File: src/rtl/seg7_scan_driver.sv
// Eight-digit multiplexed 7-segment driver with a frame-synchronous update buffer:
// CPU writes land in a pending buffer and reach the display only at a frame boundary.
module seg7_scan_driver #(
  parameter int REFRESH_DIV = 100000  // clk cycles per digit slot, minimum 2
) (
  input  logic        clk,
  input  logic        reset_n,
  input  logic        wr_en,
  input  logic [31:0] wr_data,
  input  logic [7:0]  dp_mask,
  input  logic [7:0]  blank_mask,
  output logic        pending,
  output logic        frame_done,
  output logic [7:0]  AN,
  output logic [6:0]  A2G,
  output logic        DP
);

  typedef struct packed {
    logic [31:0] data;
    logic [7:0]  dp;
    logic [7:0]  blank;
  } disp_t;

  localparam int               CNT_W   = (REFRESH_DIV > 2) ? $clog2(REFRESH_DIV) : 1;
  localparam logic [CNT_W-1:0] CNT_MAX = CNT_W'(REFRESH_DIV - 1);

  logic [CNT_W-1:0] cnt;
  logic [2:0]       idx;
  logic             tick;
  logic             boundary;

  disp_t            pend_buf;
  disp_t            active;

  logic [3:0]       nibble;
  logic [6:0]       seg_next;
  logic [7:0]       an_next;
  logic             dp_next;

  assign tick     = (cnt == CNT_MAX);
  assign boundary = tick && (idx == 3'd7);

  // Digit-slot prescaler and digit index.
  // NOTE: state registers use non-blocking assignments so every flop samples pre-edge values.
  always_ff @(posedge clk) begin
    if (!reset_n) begin
      cnt <= '0;
      idx <= 3'd0;
    end else begin
      cnt <= tick ? '0 : cnt + CNT_W'(1);
      if (tick) begin
        idx <= idx + 3'd1;
      end
    end
  end

  // Pending/active double buffer. A write coinciding with the boundary lands in
  // pending while active takes the value pending held before that edge.
  // NOTE: the buffers are reset explicitly because a reset must discard uncommitted
  // writes and blank the committed image, so they cannot be left as plain storage.
  always_ff @(posedge clk) begin
    if (!reset_n) begin
      pend_buf   <= '0;
      active     <= '0;
      pending    <= 1'b0;
      frame_done <= 1'b0;
    end else begin
      frame_done <= boundary;
      if (boundary && pending) begin
        active <= pend_buf;
      end
      if (wr_en) begin
        pend_buf <= '{data: wr_data, dp: dp_mask, blank: blank_mask};
        pending  <= 1'b1;
      end else if (boundary) begin
        pending  <= 1'b0;
      end
    end
  end

  // Segment pattern and digit enable for the slot currently indexed.
  // NOTE: every always_comb output gets a default first so no path can infer a latch.
  always_comb begin
    nibble   = active.data[{idx, 2'b00} +: 4];
    seg_next = 7'b1111111;
    an_next  = 8'hFF;
    dp_next  = ~active.dp[idx];
    if (!active.blank[idx]) begin
      an_next[idx] = 1'b0;
    end
    case (nibble)
      4'h0:    seg_next = 7'b0000001;
      4'h1:    seg_next = 7'b1001111;
      4'h2:    seg_next = 7'b0010010;
      4'h3:    seg_next = 7'b0000110;
      4'h4:    seg_next = 7'b1001100;
      4'h5:    seg_next = 7'b0100100;
      4'h6:    seg_next = 7'b0100000;
      4'h7:    seg_next = 7'b0001111;
      4'h8:    seg_next = 7'b0000000;
      4'h9:    seg_next = 7'b0000100;
      4'hA:    seg_next = 7'b0001000;
      4'hB:    seg_next = 7'b1100000;
      4'hC:    seg_next = 7'b0110001;
      4'hD:    seg_next = 7'b1000010;
      4'hE:    seg_next = 7'b0110000;
      default: seg_next = 7'b0111000;
    endcase
  end

  // Registered pad drivers, one cycle behind idx.
  always_ff @(posedge clk) begin
    if (!reset_n) begin
      AN  <= 8'hFF;
      A2G <= 7'h7F;
      DP  <= 1'b1;
    end else begin
      AN  <= an_next;
      A2G <= seg_next;
      DP  <= dp_next;
    end
  end

endmodule
File: config.mk
export PLATFORM = sky130hd
export DESIGN_NAME = seg7_scan_driver
export DESIGN_NICKNAME = d
export VERILOG_FILES = /design/src/rtl/seg7_scan_driver.sv
export SDC_FILE = /design/constraint.sdc
export NUM_CORES = 1
export LEC_CHECK = 0
export ABC_AREA = 1
export CAP_MARGIN = 40
export CORE_MARGIN = 2
export CORE_UTILIZATION = 60
export CTS_CLUSTER_DIAMETER = 30
export DETAILED_ROUTE_END_ITERATION = 8
export PLACE_DENSITY = 0.86
export SYNTH_ARGS = -nofsm -noshare
export SYNTH_HDL_FRONTEND = slang
export SYNTH_SLANG_ARGS = --single-unit
File: constraint.sdc
create_clock -name clk -period 3.6 [get_ports clk]
set_input_delay 0.54 -clock clk [delete_from_list [all_inputs] [get_ports clk]]
set_output_delay 0.54 -clock clk [all_outputs]
set_load 0.03 [all_outputs]
==> results.sh, run 1 <==
export IMPL_min_period_ns=2.58
export IMPL_crit_arrival_ns=3.03
export IMPL_drc=0
export IMPL_pin_count=69
export IMPL_yosys_warnings=0
export IMPL_track_usage_pct=26.6
export IMPL_slew_limit_headroom_pct=44.9
export IMPL_synth_top_area_share_pct=46.6
export IMPL_nFillCells=691
export IMPL_clock_sinks=134
export IMPL_final_area_um2=7040
export IMPL_coreArea_um2=9280
export IMPL_gr_total_overflow=0
export IMPL_grt_pass1_vias=4963
export IMPL_synth_seq_cells=134
export IMPL_fmax_mhz=387
export IMPL_grt_pass1_wl_mm=22.2
export IMPL_critPathKind="register to register"
export IMPL_vdd_drop_max_mv=0.352
export IMPL_drt_iter0_markers=407
export IMPL_antenna_cells=0
export IMPL_post_cts_buffers=0
export IMPL_hold_violations=0
export IMPL_p_leak_nw=3.34
export IMPL_hpwl_mm=8.27
export IMPL_die_h_um=102
export IMPL_drtPass1Iterations=5
export IMPL_ff2ff_setup_slack_ns=1.02
export IMPL_final_common_cell="nor2_1"
export IMPL_clkTransAtPathRegs_ns=0.06
export IMPL_cts_buffer_depth=2
export IMPL_die_w_um=102
export IMPL_most_common_layout_cells="nor2_1 (224), nand2_1 (217), dfxtp_1 (134), inv_1 (78), clkdlybuf4s50_1 (67)"
export IMPL_antenna_found_initial=0
export IMPL_vias=5322
export IMPL_synthCells=842
export IMPL_synth_nets=902
export IMPL_post_drt_via_cell_ratio=5.12
export IMPL_maxCapViolations=0
export IMPL_cts_tree="built"
export IMPL_worst_skew_pair_late_latency_ns=0.52
export IMPL_place_congestion=0.880
export IMPL_rsz0062_at_grt="false"
export IMPL_end_kind="register"
export IMPL_final_max_slew_violation_count=0
export IMPL_holdCritPathClass="register to register"
export IMPL_finalCritPeriodShare_pct=71.8
export IMPL_netlist_area_um2=5750
export IMPL_cts_max_level=4
export IMPL_cts_resized=0
export IMPL_dpl_cell_count=1007
export IMPL_place_area_um2=6450
export IMPL_p_per_area_nw_per_um2=485
export IMPL_root_buffer="clkbuf_8"
export IMPL_worst_pin_slew_ns=0.825
export IMPL_finClkSkew_ns=0.0103
export IMPL_initial_core_util_pct=62.0
export IMPL_start_kind="register"
export IMPL_numCtsBuffers=17
export IMPL_setup_slack_ns=1.02
export IMPL_synth_seq_area_share_pct=46.6
export IMPL_drive_above_1_share_pct=5.49
export IMPL_synth_area_top_cells="dfxtp_1 (47%), nor2_1 (15%), nand2_1 (14%)"
export IMPL_synth_area_per_cell_um2=6.83
export IMPL_yosysTopAreaCell="dfxtp_1"
export IMPL_outcome="finished clean"
export IMPL_syn2layout_area_growth_pct=22.3
export IMPL_setup_violations=0
export IMPL_port_buffers=68
export IMPL_cts_hold_buf=0
export IMPL_place_ws_ns=1.12
export IMPL_cp_max_fo=54
export IMPL_antenna_left=0
export IMPL_fin_nets=957
export IMPL_instances_no_fill=1039
export IMPL_grt_max_degree=62
export IMPL_routed_wl_mm=13.2
export IMPL_synthDistinctLibCells=33
export IMPL_die_area_um2=10400
export IMPL_required_ns=4.05
export IMPL_rows=35
export IMPL_fin_setup_tns_ns=0
export IMPL_wl_per_cell_um=12.7
export IMPL_finalPower_mw=3.42
cell type report:
| type | instances | area (um^2) | area share (%) |
|---|---|---|---|
| Tap cell | 129 | 161 | 2.29 |
| Clock buffer | 20 | 445 | 6.33 |
| Clock inverter | 12 | 144 | 2.05 |
| Sequential cell | 134 | 2680 | 38.1 |
| Multi-Input combinational cell | 591 | 2570 | 36.6 |
| Timing Repair Buffer | 74 | 733 | 10.4 |
| Inverter | 79 | 297 | 4.21 |
stage by stage:
step | util, % | hold WS (ns)
4_1_cts | 75.8 | 0.483
2_1_floorplan | - | 0.430
3_5_place_dp | 69.4 | 0.463
3_3_place_gp | 69.4 | 0.442
6_report | 75.8 | 0.471
5_1_grt | 75.8 | 0.499
metal layers:
layer / wire length, um / vias to the layer above / part of all wire, % / global-route usage, %
met4: 273 / 0 / 2.1 / 9.33
met3: 698 / 34 / 5.3 / 7.80
met2: 6380 / 169 / 48 / 44.2
met5: 0 / - / 0 / 0
li1: - / 2697 / - / -
met1: 5820 / 2422 / 44 / 33.2
synth_stat cells:
cell type / n
nand4_1: 11
or2_2: 2
dfxtp_1: 134
inv_1: 78
inv_2: 1
o21ai_1: 1
a22oi_1: 1
buf_4: 2
nor2_4: 2
buf_6: 5
nand3b_1: 3
a211oi_1: 1
o21ai_0: 56
xor2_1: 5
nor2_1: 224
buf_2: 10
clkbuf_1: 20
nor3b_1: 1
a221oi_1: 1
nand2_2: 1
nor3_1: 9
nand3_1: 23
o211ai_1: 1
nor4_1: 1
or2_0: 1
xnor2_1: 1
buf_1: 1
ha_1: 9
nand3_2: 2
nor3_2: 2
nand2_1: 217
a21oi_1: 14
nor2_2: 2
critical path, stage by stage (launching register included):
cell	delay (ns)
dfxtp_1	0.37
ha_1	0.21
nand2_2	0.10
nor2_4	0.15
nand3_2	0.11
nor2_4	0.16
nand3_2	0.65
buf_12	0.47
nand2_1	0.10
nand2_1	0.06
nor2_1	0.11
where the power goes:
| group | switching (mW) | internal (mW) |
|---|---|---|
| clock | 0.662 | 1.03 |
| sequential | 0.0254 | 1.53 |
| combinational | 0.0842 | 0.0824 |
sequential cells by signal (all words and copies together), names as in the netlist:
register / cells
frame_done: 1
idx: 3
active: 48
AN: 8
cnt: 17
DP: 1
pending: 1
pend_buf: 48
A2G: 7
final timing paths:
| path | from | to | cells past startpoint |
|---|---|---|---|
| setup / recovery | cnt[0] | active[44] | 10 |
| setup reg to reg | cnt[0] | active[44] | 10 |
| hold reg to reg | cnt[0] | cnt[0] | 1 |
| hold / removal | cnt[0] | cnt[0] | 1 |
cells by family after synthesis:
logic type	after synthesis	share of synthesized area, %
simple gates	501	35.1
flops	134	46.6
buf+inv	117	8.64
compound gates	75	6.72
fa+ha+maj	9	1.96
xor+xnor	6	0.914
Power figures use the tool's default switching activity.
==> run 2: changes to the inputs <==
--- a/config.mk
+++ b/config.mk
@@ -8,10 +8,10 @@
 export ABC_AREA = 1
 export CAP_MARGIN = 40
 export CORE_MARGIN = 2
-export CORE_UTILIZATION = 60
+export CORE_UTILIZATION = 50
 export CTS_CLUSTER_DIAMETER = 30
 export DETAILED_ROUTE_END_ITERATION = 8
-export PLACE_DENSITY = 0.86
+export PLACE_DENSITY = 0.77
 export SYNTH_ARGS = -nofsm -noshare
 export SYNTH_HDL_FRONTEND = slang
 export SYNTH_SLANG_ARGS = --single-unit
==> constraint.sdc (replaced) <==
create_clock -name clk -period 2.3 [get_ports clk]
set_input_delay 0.345 -clock clk [delete_from_list [all_inputs] [get_ports clk]]
set_output_delay 0.345 -clock clk [all_outputs]
set_load 0.03 [all_outputs]
==> results.sh, run 2 (synthesis gave the netlist of run 1 again) <==
export IMPL_outcome="finished clean"
export IMPL_place_ws_ns=0.300
export IMPL_pin_count=69
export IMPL_rr_endpoint="A2G[5]"
export IMPL_root_buffer="clkbuf_16"
export IMPL_drc=0
export IMPL_final_max_slew_violation_count=0
export IMPL_slowest_delay_ns=0.42
export IMPL_syn2layout_area_growth_pct=24.0
export IMPL_rows=39
export IMPL_grt_max_degree=97
export IMPL_fin_setup_tns_ns=0
export IMPL_finClkSkew_ns=0.0110
export IMPL_rr_worst_depth=12
export IMPL_cp_max_fo=7
export IMPL_end_kind="register"
export IMPL_vias=5040
export IMPL_whs_ns=0.297
export IMPL_grt_pass1_vias=4671
export IMPL_path_buf_inv=1
export IMPL_fmax_mhz=508
export IMPL_crit_reg2reg_launch="idx[2]"
export IMPL_finalCritPeriodShare_pct=85.6
export IMPL_die_h_um=111
export IMPL_hold_violations=0
export IMPL_die_area_um2=12400
export IMPL_fin_nets=960
export IMPL_holdCritPathClass="input pin to register"
export IMPL_start_kind="register"
export IMPL_cts_max_level=4
export IMPL_antenna_cells=0
export IMPL_top_regs="active: 48 flops, pend_buf: 48 flops, cnt: 17 flops"
export IMPL_drt_iter0_markers=308
export IMPL_utilization_pct=63.0
export IMPL_rsz0062_at_grt="false"
export IMPL_cts_buffer_depth=2
export IMPL_wl_per_cell_um=11.4
export IMPL_ff2ff_setup_slack_ns=0.33
export IMPL_antenna_left=0
export IMPL_holdPathStages=3
export IMPL_post_drt_via_cell_ratio=4.78
export IMPL_dpl_cell_count=1024
export IMPL_slew_limit_headroom_pct=56.6
export IMPL_initial_core_util_pct=50.8
export IMPL_finalPower_mw=5.57
export IMPL_maxCapViolations=0
export IMPL_drive_above_1_share_pct=5.49
export IMPL_grt_pass1_wl_mm=20.7
export IMPL_gr_total_overflow=0
export IMPL_crit_chain="nand2_1, nor2_1, nand2_1, nand2_1, nor2_1, nand2_1, inv_1, ha_1, o21ai_0, nor2_1, nor2_1, nand2_1"
export IMPL_clock_sinks=134
export IMPL_coreArea_um2=11300
export IMPL_hpwl_mm=7.97
export IMPL_final_common_cell="nor2_1"
export IMPL_track_usage_pct=20.0
export IMPL_setup_violations=0
export IMPL_crit_arrival_ns=2.26
export IMPL_vdd_drop_max_mv=0.893
export IMPL_required_ns=2.60
export IMPL_holdPathEnd="active[11]"
export IMPL_instances_no_fill=1054
export IMPL_place_area_um2=6500
export IMPL_met3WireLength_um=513
export IMPL_wl_met1_mm=5.97
export IMPL_setup_slack_ns=0.331
export IMPL_critical_path_slowest_cell="dfxtp_1"
export IMPL_p_leak_nw=3.38
export IMPL_clkTransAtPathRegs_ns=0.05
export IMPL_final_area_um2=7130
export IMPL_min_period_ns=1.97
export IMPL_cts_hold_buf=0
export IMPL_routed_wl_mm=12.0
export IMPL_drtPass1Iterations=6
export IMPL_worst_pin_slew_ns=0.645
export IMPL_cpMostUsedCell="nand2_1"
export IMPL_cp_top_family="simple AND/OR/NAND/NOR gates"
export IMPL_port_buffers=68
export IMPL_topRoutingLayerUsed="met4"
export IMPL_p_per_area_nw_per_um2=780
export IMPL_cts_tree="built"
export IMPL_hold_path_startpoint="reset_n"
export IMPL_antenna_found_initial=0
export IMPL_critPathKind="register to register"
export IMPL_most_common_layout_cells="nor2_1 (224), nand2_1 (217), dfxtp_1 (133), inv_1 (78), clkdlybuf4s50_1 (67)"
export IMPL_place_congestion=0.924
export IMPL_dr_wl_met2_mm=5.33
export IMPL_die_w_um=111
export IMPL_numCtsBuffers=17
export IMPL_worst_skew_pair_late_latency_ns=0.41
run 2: per-layer routing:
layer / vias to the layer above / global-route usage, %
met5: - / 0
met4: 0 / 8.07
met3: 16 / 4.87
met2: 121 / 31.1
met1: 2205 / 26.9
li1: 2698 / -
run 2: power breakdown:
group,total [mW],switching (mW),internal (mW)
Sequential,2.43,0.0344,2.39
Clock,2.87,0.937,1.94
Combinational,0.266,0.133,0.134
run 2: tightest hold or removal path, delay by kind of cell:
family,cells,cell delay [ns]
and+or+nand+nor,2,0.12
buffers and inverters,1,0.19
run 2: repair_timing:
action	CTS	global route
resized for setup	0	4
setup buffers	0	0
setup endpoints to repair	0	1
run 2: final cells by class:
type	count	area [um^2]
clock buffer	21	450
inverter	79	299
multi-input combinational	591	2570
tap	143	179
timing repair buffer	77	772
fill	1050	4190
clock inverter	9	176
sequential	134	2680
run 2: worst max path at each step:
stage / startpoint / endpoint / cells past startpoint
floorplan: idx[0] / A2G[5] / 15
global placement: idx[0] / A2G[5] / 12
detailed placement: idx[0] / A2G[5] / 12
CTS: idx[0] / A2G[5] / 12
global route: idx[2] / A2G[5] / 12
finish: idx[2] / A2G[5] / 12
==> run 3: changes to the inputs <==
--- a/config.mk
+++ b/config.mk
@@ -11,6 +11,7 @@
 export CORE_UTILIZATION = 50
 export CTS_CLUSTER_DIAMETER = 30
 export DETAILED_ROUTE_END_ITERATION = 8
+export MAX_ROUTING_LAYER = met4
 export PLACE_DENSITY = 0.77
 export SYNTH_ARGS = -nofsm -noshare
 export SYNTH_HDL_FRONTEND = slang
==> results.sh, run 3 (synthesis gave the netlist of run 1 again) <==
export IMPL_drc=0
export IMPL_cts_resized=0
export IMPL_clock_sinks=134
export IMPL_syn2layout_area_growth_pct=23.7
export IMPL_most_common_layout_cells="nor2_1 (223), nand2_1 (217), dfxtp_1 (133), inv_1 (78), clkdlybuf4s50_1 (67)"
export IMPL_hold_violations=0
export IMPL_root_buffer="clkbuf_16"
export IMPL_utilization_pct=62.9
export IMPL_place_congestion=0.918
export IMPL_final_common_cell="nor2_1"
export IMPL_outcome="finished clean"
export IMPL_vias=5117
export IMPL_rr_endpoint="A2G[5]"
export IMPL_finClkSkew_ns=0.00804
export IMPL_hold_path_startpoint="reset_n"
export IMPL_coreArea_um2=11300
export IMPL_initial_core_util_pct=50.8
export IMPL_nFillCells=1054
export IMPL_instances_no_fill=1056
export IMPL_pin_count=69
export IMPL_met1_usage_pct=28.6
export IMPL_cts_max_level=4
export IMPL_final_max_slew_violation_count=0
export IMPL_use_met2_pct=32.9
export IMPL_final_area_um2=7120
export IMPL_holdPathEnd="AN[0]"
export IMPL_whs_ns=0.431
export IMPL_track_usage_pct=21.9
export IMPL_finalCritPeriodShare_pct=87.4
export IMPL_required_ns=2.60
export IMPL_cts_tree="built"
export IMPL_crit_arrival_ns=2.31
export IMPL_cts_hold_buf=0
export IMPL_cp_max_fo=19
export IMPL_setup_violations=0
export IMPL_min_period_ns=2.01
export IMPL_crit_chain="inv_2, nor2_1, nand2_1, nand2_1, nor2_1, nand2_1, inv_1, ha_1, o21ai_0, nor2_1, nor2_1, nand2_1"
export IMPL_die_w_um=111
export IMPL_worst_pin_slew_ns=0.605
export IMPL_fmax_mhz=497
export IMPL_vdd_drop_max_mv=0.620
export IMPL_wl_per_cell_um=11.8
export IMPL_drt_iter0_markers=292
export IMPL_fin_nets=960
export IMPL_die_h_um=111
export IMPL_gr_max_usage_layer="met2"
export IMPL_critPathKind="register to register"
export IMPL_hpwl_mm=8.06
export IMPL_path_buf_inv=2
export IMPL_post_cts_buffers=0
export IMPL_finalPower_mw=5.46
export IMPL_die_area_um2=12400
export IMPL_fin_setup_tns_ns=0
export IMPL_gr_total_overflow=0
export IMPL_port_buffers=68
export IMPL_slowest_delay_ns=0.35
export IMPL_antenna_left=0
export IMPL_ff2ff_setup_slack_ns=0.29
export IMPL_critical_path_slowest_cell="dfxtp_2"
export IMPL_drtPass1Iterations=5
export IMPL_rows=39
export IMPL_top_regs="active: 48 flops, pend_buf: 48 flops, cnt: 17 flops"
export IMPL_clkTransAtPathRegs_ns=0.06
export IMPL_numCtsBuffers=17
export IMPL_cp_top_family="simple AND/OR/NAND/NOR gates"
export IMPL_routed_wl_mm=12.4
export IMPL_place_ws_ns=0.254
export IMPL_rr_worst_depth=12
export IMPL_multi_input_area_um2=2570
export IMPL_antenna_found_initial=0
export IMPL_maxCapViolations=0
export IMPL_grt_pass1_vias=4781
export IMPL_p_per_area_nw_per_um2=768
export IMPL_grt_pass1_wl_mm=21.8
export IMPL_dpl_cell_count=1024
export IMPL_post_drt_via_cell_ratio=4.85
export IMPL_holdCritPathClass="input pin to register"
export IMPL_cts_buffer_depth=2
export IMPL_crit_reg2reg_launch="idx[0]"
export IMPL_ff_latch_area_um2=2680
export IMPL_antenna_cells=0
export IMPL_end_kind="register"
export IMPL_start_kind="register"
export IMPL_grt_max_degree=97
export IMPL_p_leak_nw=3.37
export IMPL_holdPathStages=4
export IMPL_place_area_um2=6500
export IMPL_drive_above_1_share_pct=5.91
export IMPL_grt_met3_usage_pct=5.63
export IMPL_slew_limit_headroom_pct=59.3
export IMPL_worst_skew_pair_late_latency_ns=0.41
export IMPL_setup_slack_ns=0.289
export IMPL_rsz0062_at_grt="false"
==> run 3: worst max-delay path by stage <==
stage / start / end / cells past startpoint
2_1_floorplan: idx[0] / A2G[5] / 15
3_3_place_gp: idx[0] / A2G[5] / 12
3_5_place_dp: idx[0] / A2G[5] / 12
4_1_cts: idx[0] / A2G[5] / 12
5_1_grt: idx[2] / A2G[5] / 12
6_report: idx[0] / A2G[5] / 12
==> run 3: layout make-up <==
class,count,share of cell area (%)
timing repair buffer,77,10.8
sequential,134,37.7
inverter,79,4.17
multi-input combinational,591,36.2
clock inverter,11,2.09
clock buffer,21,6.47
tap,143,2.51
==> run 3: routing by layer <==
| metal | vias up | wire [um] |
|---|---|---|
| met5 | - | 0 |
| met4 | 0 | 244 |
| met3 | 22 | 544 |
| met2 | 114 | 5630 |
| met1 | 2278 | 6000 |
| li1 | 2703 | - |
==> run 3: power by group <==
part / total, mW / switching (mW) / internal (mW)
combinational: 0.267 / 0.133 / 0.134
clock: 2.77 / 1.00 / 1.76
sequential: 2.43 / 0.0355 / 2.39
==> run 3: worst reg2reg max path: cells and delay by family, from the launching register on <==
family          cells  cell delay, ns
compound gates      1            0.13
simple gates        8            0.76
buf+inv             2            0.40
fa+ha+maj           1            0.24
flops               1            0.35
